--- src/rtl/store_pkg.sv ---
// Shared types for the buffered store path: queue entry layout, dump FSM states
// and the vector lane count.
package store_pkg;
    localparam int S         = 32;
    localparam int V         = 192;
    localparam int VEC_LANES = 6;

    typedef struct packed {
        logic         isVector;
        logic [S-1:0] address;
        logic [V-1:0] wd;
    } store_entry_t;

    typedef enum logic [1:0] {
        IDLE,
        DRAIN,
        PULSE,
        HOLD
    } dump_state_t;
endpackage

--- src/rtl/store_fifo.sv ---
// DEPTH-entry FIFO of store entries; the caller never pushes when full nor pops
// when empty, so no overflow protection is kept here.
module store_fifo
    import store_pkg::*;
#(
    parameter int  DEPTH = 4,
    localparam int PW    = $clog2(DEPTH),
    localparam int CW    = $clog2(DEPTH + 1)
) (
    input  logic          clk,
    input  logic          reset,
    input  logic          push_i,
    input  logic          pop_i,
    input  store_entry_t  wdata_i,
    output store_entry_t  rdata_o,
    output logic [CW-1:0] count_o
);
    store_entry_t  mem_q [DEPTH];
    logic [PW-1:0] head_q, tail_q;
    logic [CW-1:0] count_q;

    always_ff @(posedge clk) begin
        if (push_i) mem_q[tail_q] <= wdata_i;
    end

    // Pointers are log2(DEPTH) wide so they wrap on their own.
    always_ff @(posedge clk or posedge reset) begin
        if (reset) begin
            head_q  <= '0;
            tail_q  <= '0;
            count_q <= '0;
        end else begin
            if (push_i) tail_q <= tail_q + PW'(1);
            if (pop_i)  head_q <= head_q + PW'(1);
            case ({push_i, pop_i})
                2'b10:   count_q <= count_q + CW'(1);
                2'b01:   count_q <= count_q - CW'(1);
                default: count_q <= count_q;
            endcase
        end
    end

    assign rdata_o = mem_q[head_q];
    assign count_o = count_q;
endmodule

--- src/rtl/store_queue.sv ---
// Store queue between the memory stage and dmem_ram: range-checked push, one
// retire per cycle into registered RAM inputs, and the drain-then-dump sequence.
//
//   state | meaning
//   IDLE  | accepting stores
//   DRAIN | intake closed, waiting for queue and last RAM write to finish
//   PULSE | switchStart high for one cycle
//   HOLD  | waiting for dump_req to drop
module store_queue
    import store_pkg::*;
#(
    parameter int  DEPTH = 4,
    parameter int  SIZE  = 30015,
    localparam int CW    = $clog2(DEPTH + 1)
) (
    input  logic          clk,
    input  logic          reset,
    input  logic          in_valid,
    output logic          in_ready,
    input  logic          in_isVector,
    input  logic [S-1:0]  in_address,
    input  logic [V-1:0]  in_wd,
    input  logic          dump_req,
    output logic          mem_we,
    output logic          mem_isVector,
    output logic [S-1:0]  mem_address,
    output logic [V-1:0]  mem_wd,
    output logic          switchStart,
    output logic [CW-1:0] count,
    output logic          range_err
);
    localparam logic [CW-1:0] DEPTH_C   = CW'(DEPTH);
    localparam logic [S:0]    SIZE_C    = (S+1)'(SIZE);
    localparam logic [S:0]    LAST_LANE = (S+1)'(VEC_LANES - 1);

    dump_state_t   state_q, state_d;
    store_entry_t  push_entry, head_entry;
    logic [CW-1:0] fifo_count;
    logic [S:0]    end_addr;
    logic          in_range, accept, push, pop;
    logic          mem_we_q, mem_isvec_q, range_err_q;
    logic [S-1:0]  mem_addr_q;
    logic [V-1:0]  mem_wd_q;

    // One extra bit so a vector near the top of the address space cannot wrap.
    assign end_addr   = {1'b0, in_address} + (in_isVector ? LAST_LANE : '0);
    assign in_range   = end_addr < SIZE_C;
    assign in_ready   = (fifo_count < DEPTH_C) && (state_q == IDLE);
    assign accept     = in_valid && in_ready;
    assign push       = accept && in_range;
    assign pop        = fifo_count != '0;
    assign push_entry = '{isVector: in_isVector, address: in_address, wd: in_wd};

    store_fifo #(.DEPTH(DEPTH)) u_fifo (
        .clk     (clk),
        .reset   (reset),
        .push_i  (push),
        .pop_i   (pop),
        .wdata_i (push_entry),
        .rdata_o (head_entry),
        .count_o (fifo_count)
    );

    always_ff @(posedge clk or posedge reset) begin
        if (reset) begin
            mem_we_q    <= 1'b0;
            mem_isvec_q <= 1'b0;
            mem_addr_q  <= '0;
            mem_wd_q    <= '0;
            range_err_q <= 1'b0;
        end else begin
            mem_we_q <= pop;
            if (pop) begin
                mem_isvec_q <= head_entry.isVector;
                mem_addr_q  <= head_entry.address;
                mem_wd_q    <= head_entry.wd;
            end
            if (accept && !in_range) range_err_q <= 1'b1;
        end
    end

    always_ff @(posedge clk or posedge reset) begin
        if (reset) state_q <= IDLE;
        else       state_q <= state_d;
    end

    // Leaving DRAIN waits for mem_we to fall too, giving the RAM a full idle
    // cycle after the last write before the dump edge.
    always_comb begin
        state_d = state_q;
        case (state_q)
            IDLE:    if (dump_req) state_d = DRAIN;
            DRAIN:   if (fifo_count == '0 && !mem_we_q) state_d = PULSE;
            PULSE:   state_d = HOLD;
            HOLD:    if (!dump_req) state_d = IDLE;
            default: state_d = IDLE;
        endcase
    end

    assign switchStart  = (state_q == PULSE);
    assign mem_we       = mem_we_q;
    assign mem_isVector = mem_isvec_q;
    assign mem_address  = mem_addr_q;
    assign mem_wd       = mem_wd_q;
    assign count        = fifo_count;
    assign range_err    = range_err_q;
endmodule

--- config.mk ---
export PLATFORM = sky130hd
export DESIGN_NAME = store_queue
export DESIGN_NICKNAME = d
export VERILOG_FILES = /design/src/rtl/store_pkg.sv /design/src/rtl/store_fifo.sv /design/src/rtl/store_queue.sv
export SDC_FILE = /design/constraint.sdc
export NUM_CORES = 1
export LEC_CHECK = 0
export BUFFER_PORTS_ARGS = -buffer_cell sky130_fd_sc_hd__buf_4
export CORE_MARGIN = 4
export CORE_UTILIZATION = 45
export CTS_CLUSTER_DIAMETER = 50
export CTS_CLUSTER_SIZE = 20
export DETAILED_ROUTE_END_ITERATION = 10
export GPL_TIMING_DRIVEN = 0
export PLACE_DENSITY = 0.73
export SKIP_CTS_REPAIR_TIMING = 1
export SLEW_MARGIN = 30
export SYNTH_ARGS = -nofsm -noshare
export SYNTH_HDL_FRONTEND = slang
export SYNTH_SLANG_ARGS = --single-unit
--- constraint.sdc ---
create_clock -name clk -period 13.9 [get_ports clk]
set_input_delay 2.78 -clock clk [delete_from_list [all_inputs] [get_ports clk]]
set_output_delay 2.78 -clock clk [all_outputs]
set_load 0.02 [all_outputs]
---- Word level (Yosys, flattened, before mapping) ----
Memory sizes are Yosys's and may differ from the RTL's. A register that Yosys moved wholly into a read port is not among the register bits.
Cells that the tools add are included.
storage, ports and cells
  register bits ........................... 11
  bits in writable memories ............... 900
  input port bits ......................... 229
  output and inout bits ................... 232
  word-level logic and storage cells ...... 42
  memories kept ........................... 1
memories
  memory        depth  bits a word  rd ports  clocked after Yosys merged registers in  write ports  line              RTL
  u_fifo.mem_q  4      225          1         1                                        1            store_fifo.sv:18  store_entry_t mem_q [DEPTH];
cells by class
  add/subtract/negate cells ............... 5
  $lt $le $gt $ge ......................... 2
  equal/unequal tests ..................... 8
  muxes and demuxes ....................... 8
  reductions and logical operators ........ 12
operators with widths
  operator                number
  $add A32 B3 Y33         1
  $lt A33 B15 Y1 const B  1
  $pmux W2 S4             1
  $eq A2 B2 Y1 const B    3
  $mux W2                 3
  $ne A2 B2 Y1 const B    3
  $pmux W3 S2             1
  $logic_and A1 B1 Y1     5
  $add A2 B1 Y2 const B   2
  $eq A2 B1 Y1 const B    2
  $add A3 B1 Y3 const B   1
  $logic_not A3 Y1        1
  $lt A3 B3 Y1 const B    1
  $mux W3                 1
  $reduce_and A3 Y1       1
  $reduce_bool A3 Y1      1
  $sub A3 B1 Y3 const B   1
  $logic_not A1 Y1        2
  $logic_not A2 Y1        1
  $mux W1                 2
  $reduce_bool A2 Y1      1

---- Depth between registers and ports, before layout ----
Gate-level depths: netlist of the first run.
  word-level depth ........................ 6
  mapped depth ............................ 17
  depth with buffers taken out ............ 16

---- Cells and area by module ----
A second synthesis of the first run with hierarchy kept.
second synthesis, totals
  cells, all modules ...................... 1,839
  area, all modules ....................... 42,186.7 um2
modules (own cells, without submodules)
  module       times used  cells an instance  area an instance (um2)  seq. area each (um2)
  store_fifo   1           1,207              32,763.9                27,201.1
  store_queue  1           632                9,422.8                 5,730.5

---- Worst setup path before layout of the first run ----
OpenSTA, ideal clock, no wires.
  kind .................................... input port to flip-flop
  start point ............................. in in_isVector
  end point ............................... mem u_fifo.mem_q[0][0] (netlist name) (enable)
  setup time .............................. 614 ps
  arrival time ............................ 10,131 ps
  data required time ...................... 13,286 ps
  path slack .............................. 3,155 ps
  stages .................................. 11
  path buffers ............................ 1
  cells stage by stage .................... ha_1 ha_1 a21oi_1 or3_1 clkbuf_1 nor2_1 o311ai_0 a21oi_1 o211a_1 nor4_4 and2_1
on the way
  longest elaborated chain between the ends .. 6
RTL lines
  item                           line               RTL
  start, declared                store_queue.sv:20  input logic in_isVector,
  $mux W3                        store_queue.sv:46  assign end_addr = {1'b0, in_address} + (in_isVector ? LAST_LANE : '0);
  $add A32 B3 Y33                store_queue.sv:46
  $lt A33 B15 Y1                 store_queue.sv:47  assign in_range = end_addr < SIZE_C;
  $logic_and A1 B1 Y1            store_queue.sv:50  assign push = accept && in_range;
  $mux W1                        store_fifo.sv:23   if (push_i) mem_q[tail_q] <= wdata_i;
  $mux W1 (implied by the code)  store_fifo.sv:23
  end, declared                  store_fifo.sv:18
No other way between the ends.

---- Worst setup path in the final report of the first run ----
  start point ............................. in in_isVector
  end point ............................... mem u_fifo.mem_q[0][112] (netlist name) (enable)
Same word-level chain as after synthesis.

==> results of run 1 <==
power by group through the flow:
stage | Sequential [µW] | Combinational (µW) | Clock (µW)
floorplan | 4710 | 1490 | 0
global placement | 4320 | 3080 | 0
global route | 4300 | 3370 | 3430
detailed placement | 4330 | 3150 | 0
CTS | 4260 | 3160 | 3270
finish | 4260 | 3100 | 3200
per-stage QoR:
step	setup TNS, ns	power, µW
floorplan	0	6198
global placement	-1630.36	7402
detailed placement	0	7478
CTS	0	10700
global route	0	11100
finish	0	10560
cells in the final DEF (no fill, tap or decap), types with 17 or more instances in the layout:
cell type  synthesis  final
nor2_1            17     17
edfxtp_1         900    900
clkbuf_1          58     59
clkbuf_16          0    111
dfrtp_1          236    236
nand2_1          693    693
inv_8              0     20
buf_4              0    460
buf_1             43     28
clkbuf_2           1     20
mux4_2           225    225
buf_16             0     24
how the worst min path moves through the flow:
stage / from / endpoint / slack (ns) / depth (start not counted)
after floorplan: u_fifo.tail_q[1] / u_fifo.tail_q[1] / 0.51 / 1
after global placement: mem_wd[162] / mem_wd[162] / 0.45 / 2
after detailed placement: mem_wd[188] / mem_wd[188] / 0.46 / 2
after CTS: mem_wd[168] / mem_wd[168] / 0.47 / 2
after global routing: mem_wd[188] / mem_wd[188] / 0.49 / 2
final: mem_wd[111] / mem_wd[111] / 0.47 / 2
routing by layer:
metal,share of wire,vias up,wire length (µm),track usage
met2,0.52,687,50280,0.3393
met4,0.020,6,1908,0.05458
li1,-,9990,-,-
met3,0.075,124,7255,0.05452
met1,0.39,11760,37590,0.2455
met5,0.00043,-,42,0
worst max-delay path: stages:
cell and delay, ns:
buf_4 0.14, ha_1 0.33, a31oi_1 0.26, nor3_1 0.77
nand2_1 0.15, o311a_1 0.41, a21oi_1 0.15, nand4_1 0.19
nor4_4 0.59, and2_4 0.49, buf_16 0.29, buf_16 0.27
buf_16 0.26
cell families after synthesis:
kind of cell,synth area share
buf+inv,0.01032
flops,0.7826
compound gates,0.006155
xor+xnor,0.001665
simple gates,0.07305
fa+ha+maj,0.004341
mux,0.1219
final cells by class:
type / count / area, µm² / area share
sequential: 1136 / 32930 / 0.6342
multi-input combinational: 1059 / 8726 / 0.1681
timing repair buffer: 488 / 4185 / 0.08061
clock buffer: 121 / 2855 / 0.05499
tap: 1243 / 1555 / 0.02995
clock inverter: 91 / 1175 / 0.02263
buffer: 103 / 414.1 / 0.007976
inverter: 12 / 52.55 / 0.001012
antenna: 11 / 27.53 / 0.0005301
registers in the layout, summed over array words and instances (netlist names):
name and cells:
mem_address 32, mem_isVector 1, mem_wd 192, mem_we 1, range_err 1, state_q 2, u_fifo.count_o 3, u_fifo.head_q 2
u_fifo.mem_q 900, u_fifo.tail_q 2
==> flow_metrics.env, run 1 <==
export IMPL_status="completed"
export IMPL_finalWeightedCongestion=0.7768
export IMPL_synth_common_cells="900 x edfxtp_1, 693 x nand2_1, 236 x dfrtp_1"
export IMPL_avgSynthCellArea_um2=18.22
export IMPL_cts_htree_levels=3
export IMPL_holdCritPathClass="flip-flop to flip-flop"
export IMPL_combPwrFrac=0.293
export IMPL_cp_start_kind="input pin"
export IMPL_clkPwrFrac=0.303
export IMPL_irDropWorstVdd_mv=0.1219
export IMPL_post_dp_hpwl_mm=64.81
export IMPL_post_place_ws_ns=6.405
export IMPL_clkTransAtPathRegs_ns=0.07
export IMPL_fin_crit_ns=6.831
export IMPL_post_synth_top_count_cell="edfxtp_1"
export IMPL_async_reset_ff_frac=0.2077
export IMPL_end_kind="flip-flop"
export IMPL_clk_root_buffer_cell="clkbuf_16"
export IMPL_hold_viol_final=0
export IMPL_die_h_um=313.8
export IMPL_cp_startpoint="in_isVector"
export IMPL_grt_pass1_wl_mm=147.4
export IMPL_swShare=0.3277
export IMPL_vias=22570
export IMPL_yosysWarningCount=0
export IMPL_synth_area_leaders="edfxtp_1 64%, dfrtp_1 14%, mux4_2 12%"
export IMPL_fin_area_um2=51920
export IMPL_syn_area_um2=42080
export IMPL_final_cells=4264
export IMPL_cts_tree="done"
export IMPL_fillers=6980
export IMPL_worstReg2RegStart="state_q[0]"
export IMPL_layout_drive_gt1_share=0.3153
export IMPL_critical_path_required_ns=14.26
export IMPL_grt_max_degree=78
export IMPL_finClkSkew_ns=0.02427
export IMPL_pwr_share_seq=0.404
export IMPL_routedWlPerCell_um=22.77
export IMPL_die_w_um=313.8
export IMPL_fmax_mhz=146.4
export IMPL_ys_types=52
export IMPL_worst_r2r_cell_count=9
export IMPL_numPortBuffers=460
export IMPL_antenna_found_initial=15
export IMPL_synth_edf_count=900
export IMPL_reg2reg_slack_ns=10.25
export IMPL_syn_inst=2310
export IMPL_yosys_area_top_type="edfxtp_1"
export IMPL_endpoint="u_fifo.mem_q[0][112]"
export IMPL_utilization=0.5630
export IMPL_clkLatencyLatePin_ns=0.69
export IMPL_placed_area_um2=47830
export IMPL_p_leak_uw=0.01933
export IMPL_slew_violations=0
export IMPL_cts_max_path_buffers=3
export IMPL_initial_core_util=0.4563
export IMPL_drt_initial_drc_count=1882
export IMPL_max_cap_violations=0
export IMPL_crit_type="input pin to flip-flop"
export IMPL_numCtsBuffers=111
export IMPL_fin_crit_sh=0.4914
export IMPL_reg2reg_to="u_fifo.mem_q[0][101]"
export IMPL_synth_seq_cells=1136
export IMPL_crit_arrival_ns=7.20
export IMPL_drcViolationCount=0
export IMPL_dieArea_um2=98470
export IMPL_grtUsageTotal=0.1966
export IMPL_grt_pass1_vias=24180
export IMPL_cts_sinks=1136
export IMPL_powerDensity_nw_per_um2=203.3
export IMPL_syn_nets=2553
export IMPL_dr_pass1_iters=5
export IMPL_finalHoldWorstSlack_ns=0.4675
export IMPL_areaGrowthSynthToFinish_pct=23.38
export IMPL_cp_max_fo=37
export IMPL_worst_slack_ns=7.069
export IMPL_layout_nets=3154
export IMPL_grt_overflow=0
export IMPL_p_int_uw=7097
export IMPL_slew_headroom=0.3711
export IMPL_rsz0062_at_grt="false"
export IMPL_synth_top_area_frac=0.6422
export IMPL_io_pins=461
export IMPL_switchingPower_uw=3460
export IMPL_ant_nets=0
export IMPL_setup_viol=0
export IMPL_yosysSeqAreaShare=0.7826
export IMPL_wl_mm=97.08
export IMPL_vias_per_cell=5.293
export IMPL_row_count=111
export IMPL_dp_cells=4040
export IMPL_core_um2=92220
export IMPL_worst_slew_pin_slew_ns=0.9433
export IMPL_synth_top_flop_cell="edfxtp_1"
(Power assumes the default switching activity.)
==> inputs of run 2 (changes only) <==
==> constraint.sdc (replaced) <==
create_clock -name clk -period 6.9 [get_ports clk]
set_input_delay 1.38 -clock clk [delete_from_list [all_inputs] [get_ports clk]]
set_output_delay 1.38 -clock clk [all_outputs]
set_load 0.02 [all_outputs]
==> run 2 against run 1 <==
Net effect:
- die area did not move
- sequential share of layout area is 0.45 points higher
- sequential power rose by 100%
- total power rose by 97%
- non-clock buffer count is 7 higher
- critical path type unchanged
- critical endpoint is now u_fifo.mem_q[3][86]
- largest cell class unchanged
- highest routed layer unchanged
==> flow_metrics.env, run 2 (synthesis results as in run 1) <==
export IMPL_vias=22660
export IMPL_fin_crit_sh=0.8274
export IMPL_areaGrowthSynthToFinish_pct=22.51
export IMPL_grt_pass1_wl_mm=147.0
export IMPL_p_leak_uw=0.01914
export IMPL_die_h_um=313.8
export IMPL_dr_pass1_iters=7
export IMPL_die_w_um=313.8
export IMPL_finClkSkew_ns=0.02617
export IMPL_largest_register_ffs=900
export IMPL_wl_mm=97.74
export IMPL_post_dp_hpwl_mm=65.27
export IMPL_vias_per_cell=5.322
export IMPL_fillers=7081
export IMPL_placed_area_um2=47920
export IMPL_initial_core_util=0.4563
export IMPL_mostFrequentLayoutCells="900 x edfxtp_1, 693 x nand2_1, 460 x buf_4, 236 x dfrtp_1, 225 x mux4_2"
export IMPL_critical_path_required_ns=7.26
export IMPL_dieArea_um2=98470
export IMPL_slew_headroom=0.3677
export IMPL_irDropWorstVdd_mv=0.2737
export IMPL_rsz0062_at_grt="false"
export IMPL_worst_slew_pin_slew_ns=0.9485
export IMPL_drt_initial_drc_count=1902
export IMPL_numCtsBuffers=105
export IMPL_grtUsageTotal=0.1971
export IMPL_holdCritPathClass="flip-flop to flip-flop"
export IMPL_cts_tree="done"
export IMPL_slew_violations=0
export IMPL_hold_viol_final=0
export IMPL_cts_htree_levels=3
export IMPL_finalHoldWorstSlack_ns=0.4683
export IMPL_finalWeightedCongestion=0.7883
export IMPL_critPathTopFamily="simple AND/OR/NAND/NOR gates"
export IMPL_clk_root_buffer_cell="clkbuf_16"
export IMPL_clkTransAtPathRegs_ns=0.07
export IMPL_cp_start_kind="input pin"
export IMPL_grt_max_degree=41
export IMPL_setup_viol=0
export IMPL_cts_max_path_buffers=3
export IMPL_cp_num_buf_inv=5
export IMPL_routedWlPerCell_um=22.96
export IMPL_fin_crit_ns=5.709
export IMPL_drcViolationCount=0
export IMPL_cp_max_fo=40
export IMPL_numPortBuffers=460
export IMPL_utilization=0.5590
export IMPL_layout_drive_gt1_share=0.3138
export IMPL_crit_type="input pin to flip-flop"
export IMPL_status="completed"
export IMPL_cts_sinks=1136
export IMPL_core_um2=92220
export IMPL_path_cells="buf_4 -> ha_1 -> ha_1 -> a21oi_1 -> or3_1 -> clkbuf_1 -> nor2_1 -> o311ai_0 -> a21oi_1 -> o211a_1 -> nor4_4 -> and2_4 -> buf_16 -> buf_12 -> buf_12"
export IMPL_slowest_stage="and2_4"
export IMPL_antenna_found_initial=18
export IMPL_layout_nets=3155
export IMPL_crit_arrival_ns=6.07
export IMPL_clkLatencyLatePin_ns=0.67
export IMPL_grt_overflow=0
export IMPL_io_pins=461
export IMPL_grt_pass1_vias=23870
export IMPL_end_kind="flip-flop"
export IMPL_fmax_mhz=175.2
export IMPL_final_common_cell="edfxtp_1"
export IMPL_regMostFlops="u_fifo.mem_q"
export IMPL_fin_area_um2=51550
export IMPL_row_count=111
export IMPL_max_cap_violations=0
export IMPL_ant_nets=0
export IMPL_powerDensity_nw_per_um2=402.8
export IMPL_slowest_delay_ns=0.66
run 2: worst register-to-register path, stage by stage, from the launching register on:
cell	delay [ns]
dfrtp_1	0.41
inv_1	0.14
ha_1	0.19
nor2b_1	0.45
nand2_1	0.23
nor4_4	0.53
and2_4	0.66
buf_16	0.34
buf_12	0.29
buf_12	0.30
run 2: final timing paths:
check	from	endpoint	slack, ns	cells past startpoint
min reg2reg	mem_wd[38]	mem_wd[38]	0.47	2
max	in_isVector	u_fifo.mem_q[3][86]	1.19	15
max reg2reg	state_q[0]	u_fifo.mem_q[3][86]	3.02	9
min	mem_wd[38]	mem_wd[38]	0.47	2
max in group asynchronous	reset	mem_wd[111]	4.95	6
min in group asynchronous	reset	mem_wd[1]	0.76	2
run 2: routing by layer:
metal | vias to the layer above | GRT usage | routed length (µm)
li1 | 9969 | - | -
met1 | 11690 | 0.2503 | 37860
met2 | 826 | 0.3335 | 49730
met3 | 165 | 0.04859 | 7170
met4 | 12 | 0.06932 | 2912
met5 | - | 0 | 79
run 2: final cells by class:
cell class | instances | area, µm² | share of cell area
clock buffer | 120 | 2756 | 0.05347
timing repair buffer | 495 | 4259 | 0.08262
sequential | 1136 | 32930 | 0.6388
antenna | 12 | 30.03 | 0.0005825
inverter | 12 | 48.80 | 0.0009465
multi-input combinational | 1059 | 8726 | 0.1693
buffer | 103 | 416.7 | 0.008082
clock inverter | 77 | 829.5 | 0.01609
tap | 1243 | 1555 | 0.03017
run 2: stage by stage:
stage                     power, µW  setup slack, ns  setup TNS [ns]  std cells
after floorplan               12490          0.05926               0       2310
after global placement        14930           -2.915        -2562.82       4013
after detailed placement      15100           0.5298               0       4048
after CTS                     21020            1.259               0       4245
after global routing          21820           0.8447               0       4252
final                         20770            1.191               0       4257
run 2: power by group:
| group | internal (µW) | total, µW | switching (µW) |
|---|---|---|---|
| registers | 8130 | 8610 | 479 |
| clock network | 3110 | 5890 | 2780 |
| logic | 2670 | 6270 | 3600 |
| total | 13900 | 20800 | 6860 |
==> inputs of run 3 (changes only) <==
--- a/config.mk
+++ b/config.mk
@@ -12,7 +12,7 @@
 export CTS_CLUSTER_SIZE = 20
 export DETAILED_ROUTE_END_ITERATION = 10
 export GPL_TIMING_DRIVEN = 0
-export PLACE_DENSITY = 0.73
+export PLACE_DENSITY = 0.75
 export SKIP_CTS_REPAIR_TIMING = 1
 export SLEW_MARGIN = 30
 export SYNTH_ARGS = -nofsm -noshare
==> constraint.sdc (replaced) <==
create_clock -name clk -period 4.8 [get_ports clk]
set_input_delay 0.96 -clock clk [delete_from_list [all_inputs] [get_ports clk]]
set_output_delay 0.96 -clock clk [all_outputs]
set_load 0.02 [all_outputs]
==> run 3 against run 2 <==
Net effect:
- total power up 45%
- setup slack worse by 0.94 ns
- flip-flop and latch count unchanged
- via count down 2.1%
- first-iteration DRC count down 14%
- sequential share of layout area down 0.47 points
- worst hold slack worse by 0.19 ns
- utilization up 0.41 points
- clock skew down 0.0036 ns
- highest routed layer unchanged
==> flow_metrics.env, run 3 (synthesis results as in run 1) <==
export IMPL_status="completed"
export IMPL_final_common_cell="edfxtp_1"
export IMPL_numCtsBuffers=106
export IMPL_dr_pass1_iters=5
export IMPL_end_kind="flip-flop"
export IMPL_swShare=0.3197
export IMPL_worst_slack_ns=0.2537
export IMPL_pwr_share_seq=0.409
export IMPL_final_seq_area_um2=32930
export IMPL_cts_sinks=1136
export IMPL_fin_area_um2=51930
export IMPL_antenna_found_initial=16
export IMPL_tns_ns=0
export IMPL_fmax_mhz=220.0
export IMPL_fin_crit_ns=4.546
export IMPL_p_leak_uw=0.01932
export IMPL_cp_start_kind="input pin"
export IMPL_cts_tree="done"
export IMPL_wl_mm=95.18
export IMPL_vias_per_cell=5.202
export IMPL_dieArea_um2=98470
export IMPL_core_um2=92220
export IMPL_drcViolationCount=0
export IMPL_finClkSkew_ns=0.02253
export IMPL_dp_cells=4049
export IMPL_finalWeightedCongestion=0.7743
export IMPL_irDropWorstVdd_mv=0.4442
export IMPL_numPortBuffers=460
export IMPL_fin_crit_sh=0.9471
export IMPL_row_count=111
export IMPL_mostFrequentLayoutCells="900 x edfxtp_1, 693 x nand2_1, 462 x buf_4, 236 x dfrtp_1, 225 x mux4_2"
export IMPL_critical_path_required_ns=5.15
export IMPL_cts_max_path_buffers=3
export IMPL_rsz0062_at_grt="false"
export IMPL_post_dp_hpwl_mm=63.65
export IMPL_timing_critical_path_mode_cell="buf_16"
export IMPL_routedWlPerCell_um=22.32
export IMPL_slew_headroom=0.3923
export IMPL_cp_max_fo=39
export IMPL_grtUsageTotal=0.1933
export IMPL_layout_nets=3160
export IMPL_holdCritPathClass="input pin to async pin"
export IMPL_areaGrowthSynthToFinish_pct=23.41
export IMPL_largest_register_ffs=900
export IMPL_ant_nets=0
export IMPL_combPwrFrac=0.297
export IMPL_max_cap_violations=0
export IMPL_crit_arrival_ns=4.90
export IMPL_placed_area_um2=48070
export IMPL_reg2reg_slack_ns=1.49
export IMPL_multi_input_area_um2=8808
export IMPL_worst_slew_pin_slew_ns=0.9115
export IMPL_clkTransAtPathRegs_ns=0.08
export IMPL_switchingPower_uw=9644
export IMPL_slowest_stage="nor4_4"
export IMPL_p_int_uw=20520
export IMPL_die_h_um=313.8
export IMPL_io_pins=461
export IMPL_die_w_um=313.8
export IMPL_clk_root_buffer_cell="clkbuf_16"
export IMPL_cts_htree_levels=3
export IMPL_critPathTopFamily="simple AND/OR/NAND/NOR gates"
export IMPL_slew_violations=0
export IMPL_path_cells="buf_4 -> ha_4 -> ha_4 -> a21oi_4 -> nor2_1 -> nand2_1 -> or4_1 -> a31oi_1 -> nand4_1 -> nor4_4 -> and2_4 -> buf_16 -> buf_16 -> buf_16 -> buf_16"
export IMPL_utilization=0.5632
export IMPL_regMostFlops="u_fifo.mem_q"
export IMPL_layout_drive_gt1_share=0.3176
export IMPL_clkPwrFrac=0.295
export IMPL_setup_viol=0
export IMPL_post_place_ws_ns=-0.5048
export IMPL_grt_overflow=0
export IMPL_vias=22180
export IMPL_cp_num_buf_inv=5
export IMPL_hold_viol_final=0
export IMPL_grt_pass1_wl_mm=143.9
export IMPL_final_cells=4264
export IMPL_grt_max_degree=41
export IMPL_grt_pass1_vias=23280
export IMPL_crit_type="input pin to flip-flop"
export IMPL_slowest_delay_ns=0.47
export IMPL_clkLatencyLatePin_ns=0.68
export IMPL_powerDensity_nw_per_um2=580.8
export IMPL_initial_core_util=0.4563
export IMPL_fillers=7009
export IMPL_drt_initial_drc_count=1636
==> run 3: cell types whose count changed in the layout (fill, tap and decap cells not counted), moves of 5 or more <==
cell	delta
bufinv_16	+10
clkinv_2	+7
inv_6	-7
buf_16	+6
buf_12	-5
==> run 3: worst paths after layout <==
check | end | depth (start not counted) | start
max in group asynchronous | mem_wd[80] | 7 | reset
min | mem_address[29] | 2 | reset
max | u_fifo.mem_q[2][138] | 15 | in_isVector
min reg2reg | mem_wd[141] | 2 | mem_wd[141]
min in group clk | mem_wd[141] | 2 | mem_wd[141]
max reg2reg | u_fifo.mem_q[2][138] | 10 | state_q[0]
==> run 3: power groups by stage <==
stage                     Clock, µW  Combinational, µW  Sequential [µW]
final                          8890               8940            12300
after detailed placement          0               9120            12500
after floorplan                   0               4320            13600
after global routing           9530               9780            12500
after global placement            0               8940            12500
after CTS                      9080               9150            12300
==> run 3: layout make-up <==
type	count	share of cell area
plain buffers	103	0.008071
repair buffers	499	0.08377
multi-input cells	1059	0.1696
inverters	12	0.0009396
diodes	11	0.0005300
clock buffers	121	0.05334
well taps	1243	0.02995
flip-flops and latches	1136	0.6341
clock inverters	80	0.01968
==> run 3: worst register-to-register path: stages (launching register included) <==
cell     delay [ns]
dfrtp_1        0.40
inv_1          0.14
ha_1           0.19
nor2b_1        0.18
nand2_1        0.14
nor4_4         0.42
and2_4         0.35
buf_16         0.26
buf_16         0.28
buf_16         0.33
buf_16         0.28
==> run 3: layer usage <==
metal	global-route usage	share of wire
met4	0.07141	0.035
met1	0.2456	0.39
met5	0	0.00048
met3	0.04859	0.066
met2	0.3243	0.51
==> run 3: through the flow <==
step	power, µW	hold WS (ns)
after floorplan	17960	0.5116
after global placement	21460	0.4504
after detailed placement	21650	0.4567
after CTS	30560	0.2256
after global routing	31760	0.2409
final	30160	0.2773
